File: config.mk
export PLATFORM = sky130hd
export DESIGN_NAME = frame_capture_flat
export DESIGN_NICKNAME = d
export VERILOG_FILES = /design/src/rtl/frame_capture_if.sv /design/src/rtl/frame_capture.sv /design/src/flat_wrapper.sv
export SDC_FILE = /design/constraint.sdc
export NUM_CORES = 1
export LEC_CHECK = 0
export ABC_AREA = 1
export CAP_MARGIN = 20
export CELL_PAD_IN_SITES_DETAIL_PLACEMENT = 2
export CELL_PAD_IN_SITES_GLOBAL_PLACEMENT = 2
export CORE_MARGIN = 10
export CORE_UTILIZATION = 35
export DETAILED_ROUTE_END_ITERATION = 16
export PLACE_DENSITY = 0.79
export SLEW_MARGIN = 20
export SYNTH_ARGS = -nofsm -noshare
export SYNTH_HDL_FRONTEND = slang
export SYNTH_SLANG_ARGS = --single-unit
export TNS_END_PERCENT = 50
File: constraint.sdc
create_clock -name clk -period 2.5 [get_ports clk]
set_clock_uncertainty 0.1 [all_clocks]
set_input_delay 0.625 -clock clk [delete_from_list [all_inputs] [get_ports clk]]
set_output_delay 0.625 -clock clk [all_outputs]
set_load 0.05 [all_outputs]
File: src/rtl/frame_capture_if.sv
`default_nettype none
// ============================================================================
// Module   : frame_capture_if
// Summary  : Tagged pixel stream (valid/ready, pixel, start-of-line, end-of-frame).
// Revision : 1.0 - initial release
// ============================================================================
interface frame_capture_if #(
    parameter int PIXEL_W = 8
);
    logic               out_valid;
    logic               out_ready;
    logic [PIXEL_W-1:0] out_data;
    logic               out_sol;
    logic               out_eof;

    modport master (
        output out_valid,
        output out_data,
        output out_sol,
        output out_eof,
        input  out_ready
    );

    modport slave (
        input  out_valid,
        input  out_data,
        input  out_sol,
        input  out_eof,
        output out_ready
    );
endinterface
`default_nettype wire

File: src/rtl/frame_capture.sv
`default_nettype none
// ============================================================================
// Module   : frame_capture
// Summary  : Frames the PPU pixel stream on h/v rising edges and queues tagged
//            pixels in a first-word-fall-through FIFO.
// Revision : 1.0 - initial release
// ============================================================================
module frame_capture #(
    parameter int PIXEL_W    = 8,
    parameter int ACTIVE_W   = 256,
    parameter int ACTIVE_H   = 240,
    parameter int CLK_DIV    = 4,
    parameter int FIFO_DEPTH = 16
) (
    input  logic               clk,
    input  logic               rst,
    input  logic [PIXEL_W-1:0] pixel_in,
    input  logic               h,
    input  logic               v,
    input  logic               arm,
    input  logic               continuous,
    frame_capture_if.master    out_if,
    output logic               busy,
    output logic               overflow,
    output logic [15:0]        frame_count
);
    localparam int c_X_W   = $clog2(ACTIVE_W) + 1;
    localparam int c_Y_W   = $clog2(ACTIVE_H) + 1;
    localparam int c_DIV_W = (CLK_DIV > 1) ? $clog2(CLK_DIV) : 1;
    localparam int c_A_W   = $clog2(FIFO_DEPTH);
    localparam int c_CNT_W = c_A_W + 1;
    localparam int c_ENT_W = PIXEL_W + 2;

    localparam logic [c_X_W-1:0]   c_X_LAST   = c_X_W'(ACTIVE_W - 1);
    localparam logic [c_Y_W-1:0]   c_Y_LAST   = c_Y_W'(ACTIVE_H - 1);
    localparam logic [c_DIV_W-1:0] c_DIV_LAST = c_DIV_W'(CLK_DIV - 1);
    localparam logic [c_CNT_W-1:0] c_CNT_FULL = c_CNT_W'(FIFO_DEPTH);

    localparam logic [2:0] c_IDLE   = 3'd0;
    localparam logic [2:0] c_WAIT_V = 3'd1;
    localparam logic [2:0] c_LINE   = 3'd2;
    localparam logic [2:0] c_WAIT_H = 3'd3;
    localparam logic [2:0] c_END    = 3'd4;

    logic [2:0]         r_state;
    logic [2:0]         w_state_next;
    logic [c_DIV_W-1:0] r_div;
    logic               r_h_d;
    logic               r_v_d;
    logic [c_X_W-1:0]   r_x;
    logic [c_Y_W-1:0]   r_y;
    logic [15:0]        r_frame_count;
    logic               r_overflow;

    logic [c_ENT_W-1:0] r_mem [FIFO_DEPTH];
    logic [c_A_W-1:0]   r_wr_ptr;
    logic [c_A_W-1:0]   r_rd_ptr;
    logic [c_CNT_W-1:0] r_count;

    logic w_pix_en, w_h_rise, w_v_rise, w_x_last, w_y_last;
    logic w_sample, w_sol, w_eof, w_full, w_push, w_pop, w_valid;
    logic [c_ENT_W-1:0] w_head;

    assign w_pix_en = (r_div == '0);
    assign w_h_rise = h & ~r_h_d;
    assign w_v_rise = v & ~r_v_d;
    assign w_x_last = (r_x == c_X_LAST);
    assign w_y_last = (r_y == c_Y_LAST);

    always_ff @(posedge clk) begin
        if (rst) begin
            r_div <= '0;
            r_h_d <= 1'b0;
            r_v_d <= 1'b0;
        end else begin
            r_div <= (r_div == c_DIV_LAST) ? '0 : r_div + 1'b1;
            r_h_d <= h;
            r_v_d <= v;
        end
    end

    always_ff @(posedge clk) begin
        if (rst) r_state <= c_IDLE;
        else     r_state <= w_state_next;
    end

    always_comb begin
        w_state_next = r_state;
        unique case (r_state)
            c_IDLE:   if (arm)      w_state_next = c_WAIT_V;
            c_WAIT_V: if (w_v_rise) w_state_next = c_LINE;
            c_WAIT_H: if (w_h_rise) w_state_next = c_LINE;
            c_LINE:   w_state_next = c_LINE;
            c_END:    w_state_next = continuous ? c_WAIT_V : c_IDLE;
            default:  w_state_next = c_IDLE;
        endcase
        // The closing sample of a line may coincide with the entering edge.
        if (w_sample && w_x_last)
            w_state_next = w_y_last ? c_END : c_WAIT_H;
    end

    always_comb begin
        w_sample = w_pix_en & ((r_state == c_LINE) |
                               ((r_state == c_WAIT_V) & w_v_rise) |
                               ((r_state == c_WAIT_H) & w_h_rise));
        w_sol    = (r_x == '0);
        w_eof    = w_x_last & w_y_last;
        busy     = (r_state != c_IDLE);
    end

    // Counters advance even when the FIFO rejects the sample, keeping geometry intact.
    always_ff @(posedge clk) begin
        if (rst || r_state == c_IDLE || r_state == c_END) begin
            r_x <= '0;
            r_y <= '0;
        end else if (w_sample) begin
            if (w_x_last) begin
                r_x <= '0;
                r_y <= w_y_last ? '0 : r_y + 1'b1;
            end else begin
                r_x <= r_x + 1'b1;
            end
        end
    end

    always_ff @(posedge clk) begin
        if (rst) begin
            r_frame_count <= '0;
            r_overflow    <= 1'b0;
        end else begin
            if (r_state == c_END)
                r_frame_count <= r_frame_count + 16'd1;
            if (r_state == c_IDLE && arm)
                r_overflow <= 1'b0;
            else if (w_sample && w_full)
                r_overflow <= 1'b1;
        end
    end

    assign frame_count = r_frame_count;
    assign overflow    = r_overflow;

    // Fullness is judged on the occupancy at the start of the cycle only.
    assign w_valid = (r_count != '0);
    assign w_full  = (r_count == c_CNT_FULL);
    assign w_push  = w_sample & ~w_full;
    assign w_pop   = w_valid & out_if.out_ready;

    always_ff @(posedge clk) begin
        if (w_push)
            r_mem[r_wr_ptr] <= {w_eof, w_sol, pixel_in};
    end

    always_ff @(posedge clk) begin
        if (rst) begin
            r_wr_ptr <= '0;
            r_rd_ptr <= '0;
            r_count  <= '0;
        end else begin
            if (w_push) r_wr_ptr <= r_wr_ptr + 1'b1;
            if (w_pop)  r_rd_ptr <= r_rd_ptr + 1'b1;
            unique case ({w_push, w_pop})
                2'b10:   r_count <= r_count + 1'b1;
                2'b01:   r_count <= r_count - 1'b1;
                default: r_count <= r_count;
            endcase
        end
    end

    assign w_head           = r_mem[r_rd_ptr];
    assign out_if.out_valid = w_valid;
    assign out_if.out_data  = w_valid ? w_head[PIXEL_W-1:0] : '0;
    assign out_if.out_sol   = w_valid & w_head[PIXEL_W];
    assign out_if.out_eof   = w_valid & w_head[PIXEL_W+1];
endmodule
`default_nettype wire

File: src/flat_wrapper.sv
// flat-port wrapper written by rule: the top's interface ports become plain ports
module frame_capture_flat 
#(
    parameter int PIXEL_W    = 8,
    parameter int ACTIVE_W   = 256,
    parameter int ACTIVE_H   = 240,
    parameter int CLK_DIV    = 4,
    parameter int FIFO_DEPTH = 16
)
  (clk, rst, pixel_in, h, v, arm, continuous, busy, overflow, frame_count, out_if_out_valid, out_if_out_data, out_if_out_sol, out_if_out_eof, out_if_out_ready);
  frame_capture_if #(.PIXEL_W(PIXEL_W)) out_if_i ();
  input  logic clk;
  input  logic rst;
  input  logic [PIXEL_W-1:0] pixel_in;
  input  logic h;
  input  logic v;
  input  logic arm;
  input  logic continuous;
  output logic busy;
  output logic overflow;
  output logic [15:0] frame_count;
  output wire logic [$bits(out_if_i.out_valid)-1:0] out_if_out_valid;
  output wire logic [$bits(out_if_i.out_data)-1:0] out_if_out_data;
  output wire logic [$bits(out_if_i.out_sol)-1:0] out_if_out_sol;
  output wire logic [$bits(out_if_i.out_eof)-1:0] out_if_out_eof;
  input wire logic [$bits(out_if_i.out_ready)-1:0] out_if_out_ready;
  assign out_if_out_valid = out_if_i.out_valid;
  assign out_if_out_data = out_if_i.out_data;
  assign out_if_out_sol = out_if_i.out_sol;
  assign out_if_out_eof = out_if_i.out_eof;
  assign out_if_i.out_ready = out_if_out_ready;
  frame_capture #(.PIXEL_W(PIXEL_W), .ACTIVE_W(ACTIVE_W), .ACTIVE_H(ACTIVE_H), .CLK_DIV(CLK_DIV), .FIFO_DEPTH(FIFO_DEPTH)) u_core (.clk(clk), .rst(rst), .pixel_in(pixel_in), .h(h), .v(v), .arm(arm), .continuous(continuous), .out_if(out_if_i), .busy(busy), .overflow(overflow), .frame_count(frame_count));
endmodule
==> qor.txt <==
status: complete, but fails checks
violated checks: setup timing
Net Count, Synth: 1,022
CP Launch Type: register
fin crit period: 2.97 ns
CTS max path bufs: 3
Distinct cells, synth: 35
Hold Buf Count CTS: 0
dpl ws: -0.636 ns
crit-path max cell delay: 0.45 ns
dpl hpwl: 21,200 um
syn avg cell area: 9.66 um2
fin cells: 1,463
initial DRC count: 525
peak supply drop: 0.000532 V
WP data required: 1.77 ns
critical path arrival: 2.24 ns
final worst hold slack: 0.279 ns
Worst Path Max Fanout: 7
Max Slew Vio Count: 0
post-synth top area share: 50.1%
Die X-Extent: 186 um
ys flop type: edfxtp_1
area of the mapped netlist: 9590 um2
initial antenna violation count: 0
Slew headroom: 50.6%
Synth-to-Final Area Change: 35.1%
clk sinks: 219
# setup viols final: 10
vias in the first global route: 8,785
Post-synth EDFFs: 160
Power Density: 1030 nW/um2
CTS root buffer: clkbuf_16
drt wl/cell: 24.5 um
Die H: 186 um
final worst slack: -0.469 ns
drt via density: 5.41
CTS Buf Count: 25
Max Cap Viol: 0
Initial Util: 35.6%
fmax: 337 MHz
asr flop ratio synth: 0%
Filler cells: 2,711
clock latency on the worst-skew pair: 0.53 ns
area leader, netlist: edfxtp_1
Worst setup EP type: output pin
RSZ-0062 raised after global routing: true
Ports: 44
Seq/Total Area, Yosys: 62.4%
First-pass DRT Iterations: 5
ANT nets after route: 0
Final Util: 48.1%
clk slew on worst S/H paths: 0.05 ns
final period utilization: 119%
synth top area cells: edfxtp_1, dfxtp_1, nand2_1
core footprint: 27,000 um2
Multi-input gate area: 3780 um2
final hold vios: 0
CTS H-tree lvls: 1
most common cell in the netlist: nand2_1
Seq cells post-synth: 219
critical path, cell by cell: buf_12 > clkbuf_16 > nand2_1 > nand3_2 > nand3_2 > a21oi_2 > o21a_1 > buf_12
first-pass GRT wire length: 52,000 um
critical path's slowest cell: dfxtp_4
CP delay by family, top: buffers and inverters
largest net degree at the start of global routing: 41
Cells after Synth: 993
Ys Warns: 0
GRT overflow: 0
cell leakage power: 4.99 nW
layout cells sized above 1: 25.1%
Row Count: 60
worst setup path category: register to output pin
DR vias: 7,913
gpl congestion: 0.783
worst hold path class: input port to register
Buf/Inv on CP: 3
drt total wl: 35,900 um
Slew @ Worst Pin: 0.739 ns
placed cells: 1,397
Layout Nets: 1,134
Storage cell area: 5990 um2
Inserted Diodes: 0
Synth top cells by count: nand2_1, edfxtp_1, nand3_1
full die area: 34,400 um2
Global Route Usage Sum: 19.8%
CTS tree: yes
final routed DRC violation total: 0
IO Port Bufs: 43
==> state kept, by name, summed over array words and instances, names as in the netlist, named ones only <==
register            flops
u_core.frame_count     16
u_core.overflow         1
u_core.r_count          5
u_core.r_div            2
u_core.r_h_d            1
u_core.r_mem          160
u_core.r_rd_ptr         4
u_core.r_state          3
u_core.r_v_d            1
u_core.r_wr_ptr         4
u_core.r_x              9
u_core.r_y              9
==> power by group <==
group	switching [W]	internal, W
Combinational	0.00333	0.00245
Clock	0.00149	0.00193
Sequential	0.000138	0.00403
==> stage by stage <==
stage	instance area, um2	total power (W)	TNS (ns)
finish	13000	0.0134	-3.75
global route	13000	0.0139	-4.33
CTS	12300	0.0127	-3.30
detailed placement	11100	0.00838	-64.30
global placement	11100	0.00821	-48.05
floorplan	9640	0.00649	-0.0233
==> what timing repair did <==
item / in CTS / in global routing
setup buffers: 6 / 1
cloned: 9 / 6
hold endpoints to repair: 0 / 0
pin swaps: 19 / 46
gates resized for setup: 51 / 121
endpoints found under the setup margin: 19 / 19
==> worst reg2reg max path, cell delays in order (launching register included) <==
cell and delay [ns]:
dfxtp_1 0.36, nor2_1 0.18, nand3_2 0.13, nand2_4 0.11, nand2_4 0.06, nor2_4 0.11
inv_2 0.05, ha_4 0.17, xor2_2 0.15, ha_2 0.19, inv_1 0.05, nand2_2 0.07
nand3_1 0.11, nand2_1 0.09, nand2_1 0.06, nand2_1 0.07, nand2_1 0.07, a21oi_2 0.13
==> cell usage in the layout (no fill, tap or decap), drive strengths merged <==
cell / synthesis / final
nor2: 84 / 84
xor2: 11 / 11
a21boi: 1 / 1
dfxtp: 59 / 59
ha: 14 / 14
clkbuf: 25 / 36
o21a: 11 / 11
nand4: 9 / 9
nand3: 153 / 153
edfxtp: 160 / 160
nor4: 1 / 1
nor3: 8 / 8
dlymetal6s2s: 0 / 6
clkinv: 2 / 14
bufinv: 0 / 1
nand3b: 2 / 2
o21ai: 26 / 26
nand2: 279 / 279
buf: 15 / 86
dlygate4sd2: 0 / 7
or2: 2 / 2
a21oi: 55 / 55
xnor2: 2 / 2
bufbuf: 0 / 3
inv: 72 / 72
clkdlybuf4s50: 0 / 18
nor3b: 2 / 2
==> metal layers <==
metal	vias to the layer above	wire, um	GRT usage, %	share of wire (%)
met4	0	1010	5.64	2.8
met5	-	0	0	0
met1	4075	14500	23.1	40
met2	189	18900	36.2	53
met3	57	1500	3.26	4.2
li1	3592	-	-	-
==> final timing paths <==
| kind | startpoint | end | slack [ns] | cells after the start |
|---|---|---|---|---|
| min | h | u_core.r_h_d | 0.28 | 3 |
| max reg2reg | u_core.r_state[2] | u_core.r_count[4] | 0.18 | 17 |
| min reg2reg | u_core.overflow | u_core.overflow | 0.36 | 2 |
| max | register | out_if_out_sol | -0.47 | 8 |
==> kinds of logic after synthesis <==
logic type	count (synthesis)	share of synthesized area (%)
simple gates	540	24.7
buf+inv	114	4.71
compound gates	93	5.20
fa+ha+maj	14	1.83
flops	219	62.4
xor+xnor	13	1.19
==> area by class of cell <==
type | instances | area share [%]
Clock inverter | 13 | 0.647
Clock buffer | 31 | 5.00
Sequential cell | 219 | 46.2
Tap cell | 341 | 3.29
Inverter | 74 | 2.34
Timing Repair Buffer | 125 | 13.3
Multi-Input combinational cell | 660 | 29.2
Note: power is estimated with default switching activity, not from simulation.
